[src/rtl/fetch_unit_pkg.sv]
`default_nettype none
// ============================================================================
// Module      : fetch_unit_pkg
// Description : Shared instruction-bus types and constants for the fetch
//               stage: NOP encoding, the idle instruction address, the bus
//               word types, and the {address, instruction} FIFO entry.
// Revision    : 1.0 - initial release
// ============================================================================
package fetch_unit_pkg;

  typedef logic [31:0] inst_bus_t;
  typedef logic [31:0] inst_addr_bus_t;

  // addi x0, x0, 0
  localparam inst_bus_t      INST_NOP       = 32'h0000_0013;
  localparam inst_addr_bus_t ZERO_INST_ADDR = 32'h0000_0000;

  typedef struct packed {
    inst_addr_bus_t addr;
    inst_bus_t      inst;
  } fetch_entry_t;

  // Word-align an address by clearing the byte-offset bits.
  function automatic inst_addr_bus_t word_align(input inst_addr_bus_t a);
    return a & ~32'h0000_0003;
  endfunction

endpackage
`default_nettype wire

[src/rtl/fetch_unit_if.sv]
`default_nettype none
// ============================================================================
// Module      : fetch_unit_if
// Description : Instruction bus with req/gnt/rvalid handshake.
//               master : fetch side (drives req/addr, receives gnt/rvalid/rdata)
//               slave  : memory side
// Revision    : 1.0 - initial release
// ============================================================================
interface fetch_unit_if;
  import fetch_unit_pkg::*;

  logic           req;
  inst_addr_bus_t addr;
  logic           gnt;
  logic           rvalid;
  inst_bus_t      rdata;

  modport master (output req, output addr, input gnt, input rvalid, input rdata);
  modport slave  (input req, input addr, output gnt, output rvalid, output rdata);

endinterface
`default_nettype wire

[src/rtl/fetch_unit_sync_fifo.sv]
`default_nettype none
// ============================================================================
// Module      : fetch_unit_sync_fifo
// Description : Single-clock FIFO with push/pop/clear, occupancy count and
//               empty/full flags. DEPTH must be a power of two.
//               Ports: clk_i, rst_i (async, active-high), clear_i, push_i,
//               data_i, pop_i, data_o (head, combinational), count_o,
//               empty_o, full_o.
// Revision    : 1.0 - initial release
// ============================================================================
module fetch_unit_sync_fifo #(
  parameter int WIDTH = 32,
  parameter int DEPTH = 4
) (
  input  logic                       clk_i,
  input  logic                       rst_i,
  input  logic                       clear_i,
  input  logic                       push_i,
  input  logic [WIDTH-1:0]           data_i,
  input  logic                       pop_i,
  output logic [WIDTH-1:0]           data_o,
  output logic [$clog2(DEPTH):0]     count_o,
  output logic                       empty_o,
  output logic                       full_o
);

  localparam int AW = $clog2(DEPTH);
  localparam int CW = AW + 1;

  logic [WIDTH-1:0] r_mem [DEPTH];
  logic [AW-1:0]    r_wr_ptr;
  logic [AW-1:0]    r_rd_ptr;
  logic [CW-1:0]    r_count;
  logic             w_push;
  logic             w_pop;

  assign empty_o = (r_count == '0);
  assign full_o  = (r_count == CW'(DEPTH));
  assign data_o  = r_mem[r_rd_ptr];

  // A push into a full FIFO is accepted only when a pop frees a slot.
  assign w_push = push_i && (!full_o || pop_i);
  assign w_pop  = pop_i && !empty_o;

  always_ff @(posedge clk_i or posedge rst_i) begin
    if (rst_i) begin
      r_wr_ptr <= '0;
      r_rd_ptr <= '0;
      r_count  <= '0;
    end else if (clear_i) begin
      r_wr_ptr <= '0;
      r_rd_ptr <= '0;
      r_count  <= '0;
    end else begin
      if (w_push) r_wr_ptr <= r_wr_ptr + AW'(1);
      if (w_pop)  r_rd_ptr <= r_rd_ptr + AW'(1);
      r_count <= r_count + CW'(w_push) - CW'(w_pop);
    end
  end

  always_ff @(posedge clk_i) begin
    if (w_push && !clear_i) r_mem[r_wr_ptr] <= data_i;
  end

  assign count_o = r_count;

endmodule
`default_nettype wire

[src/rtl/fetch_unit.sv]
`default_nettype none
// ============================================================================
// Module      : fetch_unit
// Description : Instruction fetch stage. Owns the fetch PC, issues in-order
//               word reads on the instruction bus, pairs responses with their
//               addresses and buffers them for the IF/ID register. Handles
//               redirects (flush + discard of in-flight responses) and stalls.
//               Ports: clk_i, rst_i (async, active-high), jump_enable_i,
//               jump_addr_i, hold_enable_i, ibus (master), inst_o,
//               inst_addr_o, inst_valid_o.
// Revision    : 1.0 - initial release
// ============================================================================
module fetch_unit
  import fetch_unit_pkg::*;
#(
  parameter inst_addr_bus_t RESET_ADDR = 32'h0000_0000,
  parameter int             DEPTH      = 4
) (
  input  logic           clk_i,
  input  logic           rst_i,
  input  logic           jump_enable_i,
  input  inst_addr_bus_t jump_addr_i,
  input  logic           hold_enable_i,
  fetch_unit_if.master   ibus,
  output inst_bus_t      inst_o,
  output inst_addr_bus_t inst_addr_o,
  output logic           inst_valid_o
);

  localparam int            CW      = $clog2(DEPTH) + 1;
  localparam logic [CW-1:0] c_depth = CW'(DEPTH);

  inst_addr_bus_t r_req_pc;
  inst_addr_bus_t r_pend_addr;
  logic           r_pending;
  logic           r_pend_stale;   // pending request was raised before a jump
  logic [CW-1:0]  r_discard;

  logic [CW-1:0]  w_outstanding;
  logic [CW-1:0]  w_fifo_count;
  logic           w_fifo_empty;
  logic           w_fifo_full;
  logic           w_aq_empty;
  logic           w_aq_full;
  fetch_entry_t   w_head;
  fetch_entry_t   w_push_entry;
  inst_addr_bus_t w_rsp_addr;
  inst_addr_bus_t w_jump_target;
  inst_addr_bus_t w_issue_addr;
  logic [CW:0]    w_occupancy;
  logic           w_can_issue;
  logic           w_req;
  logic           w_fire;
  logic           w_valid;
  logic           w_pop;
  logic           w_drop;
  logic           w_push;
  logic [CW-1:0]  w_discard_next;
  logic           w_unused;

  assign w_jump_target = word_align(jump_addr_i);

  // ---------------------------------------------------------------- output
  assign w_valid = !w_fifo_empty && !jump_enable_i;
  assign w_pop   = w_valid && !hold_enable_i;

  assign inst_valid_o = w_valid;
  assign inst_o       = w_valid ? w_head.inst : INST_NOP;
  assign inst_addr_o  = w_valid ? w_head.addr : ZERO_INST_ADDR;

  // --------------------------------------------------------------- request
  // Outstanding requests plus buffered words never exceed DEPTH, so every
  // response that is kept always finds room in the FIFO.
  assign w_occupancy = {1'b0, w_outstanding} + {1'b0, w_fifo_count}
                     - {{CW{1'b0}}, w_pop};
  assign w_can_issue = w_occupancy < {1'b0, c_depth};

  // Held low during reset so the first request appears after release.
  assign w_req = !rst_i && (w_can_issue || r_pending);

  // A jump with nothing pending requests the new target in the same cycle.
  assign w_issue_addr = r_pending     ? r_pend_addr   :
                        jump_enable_i ? w_jump_target : r_req_pc;
  assign w_fire = w_req && ibus.gnt;

  assign ibus.req  = w_req;
  assign ibus.addr = w_issue_addr;

  // -------------------------------------------------------------- response
  assign w_drop       = jump_enable_i || (r_discard != '0);
  assign w_push       = ibus.rvalid && !w_drop;
  assign w_push_entry = '{addr: w_rsp_addr, inst: ibus.rdata};

  // On a jump every response still owed is stale, including one granted this
  // cycle if it carries a pre-jump (pending) address. Afterwards, a stale
  // pending request adds itself to the discard count when finally granted.
  always_comb begin
    w_discard_next = r_discard;
    if (jump_enable_i) begin
      w_discard_next = w_outstanding - CW'(ibus.rvalid) + CW'(w_fire && r_pending);
    end else begin
      if (ibus.rvalid && (r_discard != '0)) w_discard_next = w_discard_next - CW'(1);
      if (w_fire && r_pend_stale)           w_discard_next = w_discard_next + CW'(1);
    end
  end

  always_ff @(posedge clk_i or posedge rst_i) begin
    if (rst_i) begin
      r_req_pc     <= RESET_ADDR;
      r_pend_addr  <= RESET_ADDR;
      r_pending    <= 1'b0;
      r_pend_stale <= 1'b0;
      r_discard    <= '0;
    end else begin
      r_discard <= w_discard_next;

      if (jump_enable_i) begin
        r_req_pc <= (w_fire && !r_pending) ? w_jump_target + 32'd4 : w_jump_target;
      end else if (w_fire && !r_pend_stale) begin
        r_req_pc <= r_req_pc + 32'd4;
      end

      if (w_req && !ibus.gnt) begin
        r_pending    <= 1'b1;
        r_pend_addr  <= w_issue_addr;
        r_pend_stale <= r_pending && (r_pend_stale || jump_enable_i);
      end else begin
        r_pending    <= 1'b0;
        r_pend_stale <= 1'b0;
      end
    end
  end

  // ------------------------------------------------------------ buffering
  fetch_unit_sync_fifo #(
    .WIDTH ($bits(fetch_entry_t)),
    .DEPTH (DEPTH)
  ) u_inst_fifo (
    .clk_i   (clk_i),
    .rst_i   (rst_i),
    .clear_i (jump_enable_i),
    .push_i  (w_push),
    .data_i  (w_push_entry),
    .pop_i   (w_pop),
    .data_o  (w_head),
    .count_o (w_fifo_count),
    .empty_o (w_fifo_empty),
    .full_o  (w_fifo_full)
  );

  // Address queue: its occupancy is the number of outstanding requests.
  // Never flushed, so discarded responses still pop their address.
  fetch_unit_sync_fifo #(
    .WIDTH (32),
    .DEPTH (DEPTH)
  ) u_addr_queue (
    .clk_i   (clk_i),
    .rst_i   (rst_i),
    .clear_i (1'b0),
    .push_i  (w_fire),
    .data_i  (w_issue_addr),
    .pop_i   (ibus.rvalid),
    .data_o  (w_rsp_addr),
    .count_o (w_outstanding),
    .empty_o (w_aq_empty),
    .full_o  (w_aq_full)
  );

  // Flags implied by the occupancy bound; kept for observability only.
  assign w_unused = ^{w_fifo_full, w_aq_full, w_aq_empty};

endmodule
`default_nettype wire

[src/flat_wrapper.sv]
// flat-port wrapper written by rule: the top's interface ports become plain ports
module fetch_unit_flat import fetch_unit_pkg::*;
#(
  parameter inst_addr_bus_t RESET_ADDR = 32'h0000_0000,
  parameter int             DEPTH      = 4
)
  (clk_i, rst_i, jump_enable_i, jump_addr_i, hold_enable_i, inst_o, inst_addr_o, inst_valid_o, ibus_req, ibus_addr, ibus_gnt, ibus_rvalid, ibus_rdata);
  fetch_unit_if ibus_i ();
  input  logic clk_i;
  input  logic rst_i;
  input  logic jump_enable_i;
  input  inst_addr_bus_t jump_addr_i;
  input  logic hold_enable_i;
  output inst_bus_t inst_o;
  output inst_addr_bus_t inst_addr_o;
  output logic inst_valid_o;
  output wire logic [$bits(ibus_i.req)-1:0] ibus_req;
  output wire logic [$bits(ibus_i.addr)-1:0] ibus_addr;
  input wire logic [$bits(ibus_i.gnt)-1:0] ibus_gnt;
  input wire logic [$bits(ibus_i.rvalid)-1:0] ibus_rvalid;
  input wire logic [$bits(ibus_i.rdata)-1:0] ibus_rdata;
  assign ibus_req = ibus_i.req;
  assign ibus_addr = ibus_i.addr;
  assign ibus_i.gnt = ibus_gnt;
  assign ibus_i.rvalid = ibus_rvalid;
  assign ibus_i.rdata = ibus_rdata;
  fetch_unit #(.RESET_ADDR(RESET_ADDR), .DEPTH(DEPTH)) u_core (.clk_i(clk_i), .rst_i(rst_i), .jump_enable_i(jump_enable_i), .jump_addr_i(jump_addr_i), .hold_enable_i(hold_enable_i), .ibus(ibus_i), .inst_o(inst_o), .inst_addr_o(inst_addr_o), .inst_valid_o(inst_valid_o));
endmodule
[config.mk]
export PLATFORM = sky130hd
export DESIGN_NAME = fetch_unit_flat
export DESIGN_NICKNAME = d
export VERILOG_FILES = /design/src/rtl/fetch_unit_pkg.sv /design/src/rtl/fetch_unit_if.sv /design/src/rtl/fetch_unit_sync_fifo.sv /design/src/rtl/fetch_unit.sv /design/src/flat_wrapper.sv
export SDC_FILE = /design/constraint.sdc
export NUM_CORES = 1
export LEC_CHECK = 0
export CAP_MARGIN = 20
export CORE_ASPECT_RATIO = 0.5
export CORE_MARGIN = 3
export CORE_UTILIZATION = 60
export DETAILED_ROUTE_END_ITERATION = 6
export GPL_TIMING_DRIVEN = 0
export HOLD_SLACK_MARGIN = 0.15
export PLACE_DENSITY = 0.82
export SLEW_MARGIN = 10
export SYNTH_ARGS = -nofsm -noshare
export SYNTH_HDL_FRONTEND = slang
export SYNTH_SLANG_ARGS = --single-unit
[constraint.sdc]
create_clock -name clk_i -period 10 [get_ports clk_i]
set_clock_uncertainty 0.2 [all_clocks]
set_input_delay 2 -clock clk_i [delete_from_list [all_inputs] [get_ports clk_i]]
set_output_delay 2 -clock clk_i [all_outputs]
set_load 0.005 [all_outputs]
==> impl_results.md <==
* Syn avg cell area at 17.3 um2
* Hold WC Path Type: reg2reg
* CTS Sinks at 465
* Final Cycle Share at 0.755
* Routed wire length at around 46,000 um
* Area leader, netlist: edfxtp_1
* Pwr Total at 0.00593 W
* WHS Path Cells at 1
* Top_reg_cell synth: edfxtp_1
* Hold_buf cts at 0
* Reg-to-reg slack, setup at 5.14 ns
* Pin count of the biggest net entering global routing at 61
* Area Overhead vs Synth at 18.5%
* Compound-cell area share of the yosys netlist at 0.0201
* Simple-gate share of the synthesized area at 0.0736
* Setup crit start: jump_enable_i
* Maximum root-to-sink buffer count at 3
* GP Congestion at ~0.84
* Die area at 35,300 um2
* Filler Cells Inserted at 1,878
* Critical R2R Capture: u_core.u_addr_queue.count_o[2]
* Sequential share of the synthesized area at 0.685
* Core Region at 32,100 um2
* Status: finished, final reports clean
* Remaining Overflow, GRT at 0
* Area of the mapped netlist at 19,800 um2
* Most frequent cells after synthesis: 384 x edfxtp_1, 96 x mux4_2, 81 x dfrtp_1
* Total number of vias at about 11,000
* Pre-antenna DRT Iters at 5
* Mean routed wirelength per cell at 25.2 um
* Synthesized flop and latch total at 465
* Fin crit period at around 7.5 ns
* All-Layer GR Usage at 0.266
* Most frequent cell after synthesis: edfxtp_1
* Io pins at 168
* Main area contributors after synthesis: edfxtp_1 58%, mux4_2 11%, dfrtp_1 10%
* CTS tree: yes
* Die Y at around 130 um
* Worst R2R Path Depth at 17
* Max Freq at 132 MHz
* Post-synthesis mux area share at 0.156
* CP max FO at 10
* Starting density of the core at 0.617
* DRC at 0
* First-pass GRT wire length at 70,900 um
* Final Non-Filler Cells at 1,821
* Count of cell types in the netlist at 53
* RR Startpoint: u_core.u_inst_fifo.count_o[2]
* WP data required at 7.80 ns
* Post-Synth XOR/XNOR Area at 0.0305
* Clock input transition at the sequential cells of the worst setup and hold paths at 0.07 ns
* Asr flop ratio synth at 0.174
* Post-Syn Instances at approximately 1,100
* Worst Setup End Kind: output port
* Critical Path Start Type: input port
* Post-cts resize count at 0
* RSZ-0062 raised after global routing: false
* Number of global-route vias before repair at 11,711
* Total Neg Setup Slack at 0 ns
* EDFF count, synth at 384
* Initial drt markers at 1,003
* CTS root buf: clkbuf_16
* Antenna viol nets, final at 0
* Final Util at 0.732
* Initial antenna violation count at 0
* Post-Place Cells at around 1,700
* Clock latency on the worst-skew pair at 0.54 ns
* Crit path to: ibus_req
* Antenna Cells at 0
* Largest family of logic cells by synthesized area: multiplexers
* Worst setup path class: in2out
* # port buffers at 165
* Nets at approximately 1,500
* Synthesized net count at approximately 1,200
* Maxcap violations at 0
* Slew Viols, Final at 0
* Critical path arrival at 5.35 ns
* Die width at 263 um
* DP Wirelength at 29,600 um
* Adder-Cell Fraction of Synth Area at 0.0182
* Max IR drop VDD at 124 uV
* Num CTS Buffers at 40
* Htree depth at 2
* Final Setup Violations at 0
* Share of post-route cells with drive strength above 1 at 0.154
* Std-Cell Rows at 46
* Ys Warns at 0
* Pleak at 7.99 nW
* Post-CTS Setup Inserts at 0
* Post-synth top area share at 0.583
* Pwr/cell area at between 200 and 300 nW/um2
* Worst rel slew slack at 0.309
* Slew at the pin with the worst max-slew slack at 1.02 ns
* Final hold violation count at 0
* Via density at 6.16
[per-stage QoR]
stage	worst slack (ns)	hold WS [ns]	cell area, um2
2_1_floorplan	3.88	0.249	19800
5_1_grt	2.27	0.306	23500
6_report	2.45	0.294	23500
3_5_place_dp	2.52	0.282	22200
3_3_place_gp	1.71	0.260	22000
4_1_cts	2.50	0.297	23500
[area by class of cell]
cell class | count | area (um2) | area share
buffer | 53 | 221 | 0.00944
clock buffer | 53 | 1050 | 0.0447
clock inverter | 20 | 221 | 0.00944
inverter | 30 | 115 | 0.00491
multi-input combinational | 594 | 5920 | 0.252
sequential | 465 | 13600 | 0.578
tap | 432 | 541 | 0.0230
timing repair buffer | 174 | 1840 | 0.0784
[kinds of logic (layout without fill, tap and decap cells)]
kind of cell    count (synthesis)  in the layout
xor+xnor                       69             69
compound gates                 64             64
flops                         465            465
buf+inv                        83            330
fa+ha+maj                      27             27
simple gates                  250            250
mux                           184            184
[layer usage]
layer,track usage,vias to the layer above,wire length (um),part of all wire
met5,0,-,0,0
met4,0.0785,0,1230,0.027
met3,0.0425,85,3300,0.072
met2,0.451,527,23100,0.50
met1,0.364,5772,18300,0.40
li1,-,4832,-,-
[layout by cell type, fill, tap and decap left out, types with 27 or more instances in the layout]
master,n
mux2_1,27
inv_1,29
and2_1,71
edfxtp_1,384
mux4_2,96
dfrtp_1,81
mux2i_1,57
o21ai_0,40
nand2_1,63
xor2_1,45
clkdlybuf4s50_1,165
clkbuf_16,40
clkbuf_1,42
[critical path, cell delays in order]
cell,delay [ns]
clkdlybuf4s50_1,0.43
buf_2,0.22
or2_2,0.41
nor2_1,0.40
ha_1,0.24
inv_1,0.05
ha_1,0.28
and3b_1,0.21
o211a_1,0.23
nor3_1,0.34
nor2_1,0.08
clkdlybuf4s50_1,0.45
[worst min-delay path by stage]
stage | start | to | slack [ns]
floorplan | u_core.r_pend_addr[0] | u_core.r_pend_addr[0] | 0.25
global placement | u_core.r_pend_addr[0] | u_core.r_pend_addr[0] | 0.26
detailed placement | u_core.r_pend_addr[20] | u_core.r_pend_addr[20] | 0.28
CTS | u_core.r_pend_addr[22] | u_core.r_pend_addr[22] | 0.30
global route | u_core.r_pend_addr[1] | u_core.r_pend_addr[1] | 0.31
finish | u_core.r_pend_addr[20] | u_core.r_pend_addr[20] | 0.29
[power breakdown]
group | total (W) | switching [W] | internal [W] | leakage, nW
sequential | 0.00258 | 0.000110 | 0.00246 | 4.45
combinational | 0.00181 | 0.000987 | 0.000819 | 2.92
clock | 0.00155 | 0.000694 | 0.000851 | 0.617
total | 0.00593 | 0.00179 | 0.00413 | 7.99
[flip-flops by register name, indices dropped and copies added, names as in the netlist]
signal,flops
u_core.u_inst_fifo.r_mem,256
u_core.u_inst_fifo.r_rd_ptr,2
u_core.u_addr_queue.count_o,3
u_core.r_req_pc,30
u_core.r_pend_stale,1
u_core.u_inst_fifo.count_o,3
u_core.u_inst_fifo.r_wr_ptr,2
u_core.u_addr_queue.r_rd_ptr,2
u_core.r_discard,3
u_core.r_pend_addr,32
u_core.r_pending,1
u_core.u_addr_queue.r_wr_ptr,2
u_core.u_addr_queue.r_mem,128
(Power assumes the default switching activity.)
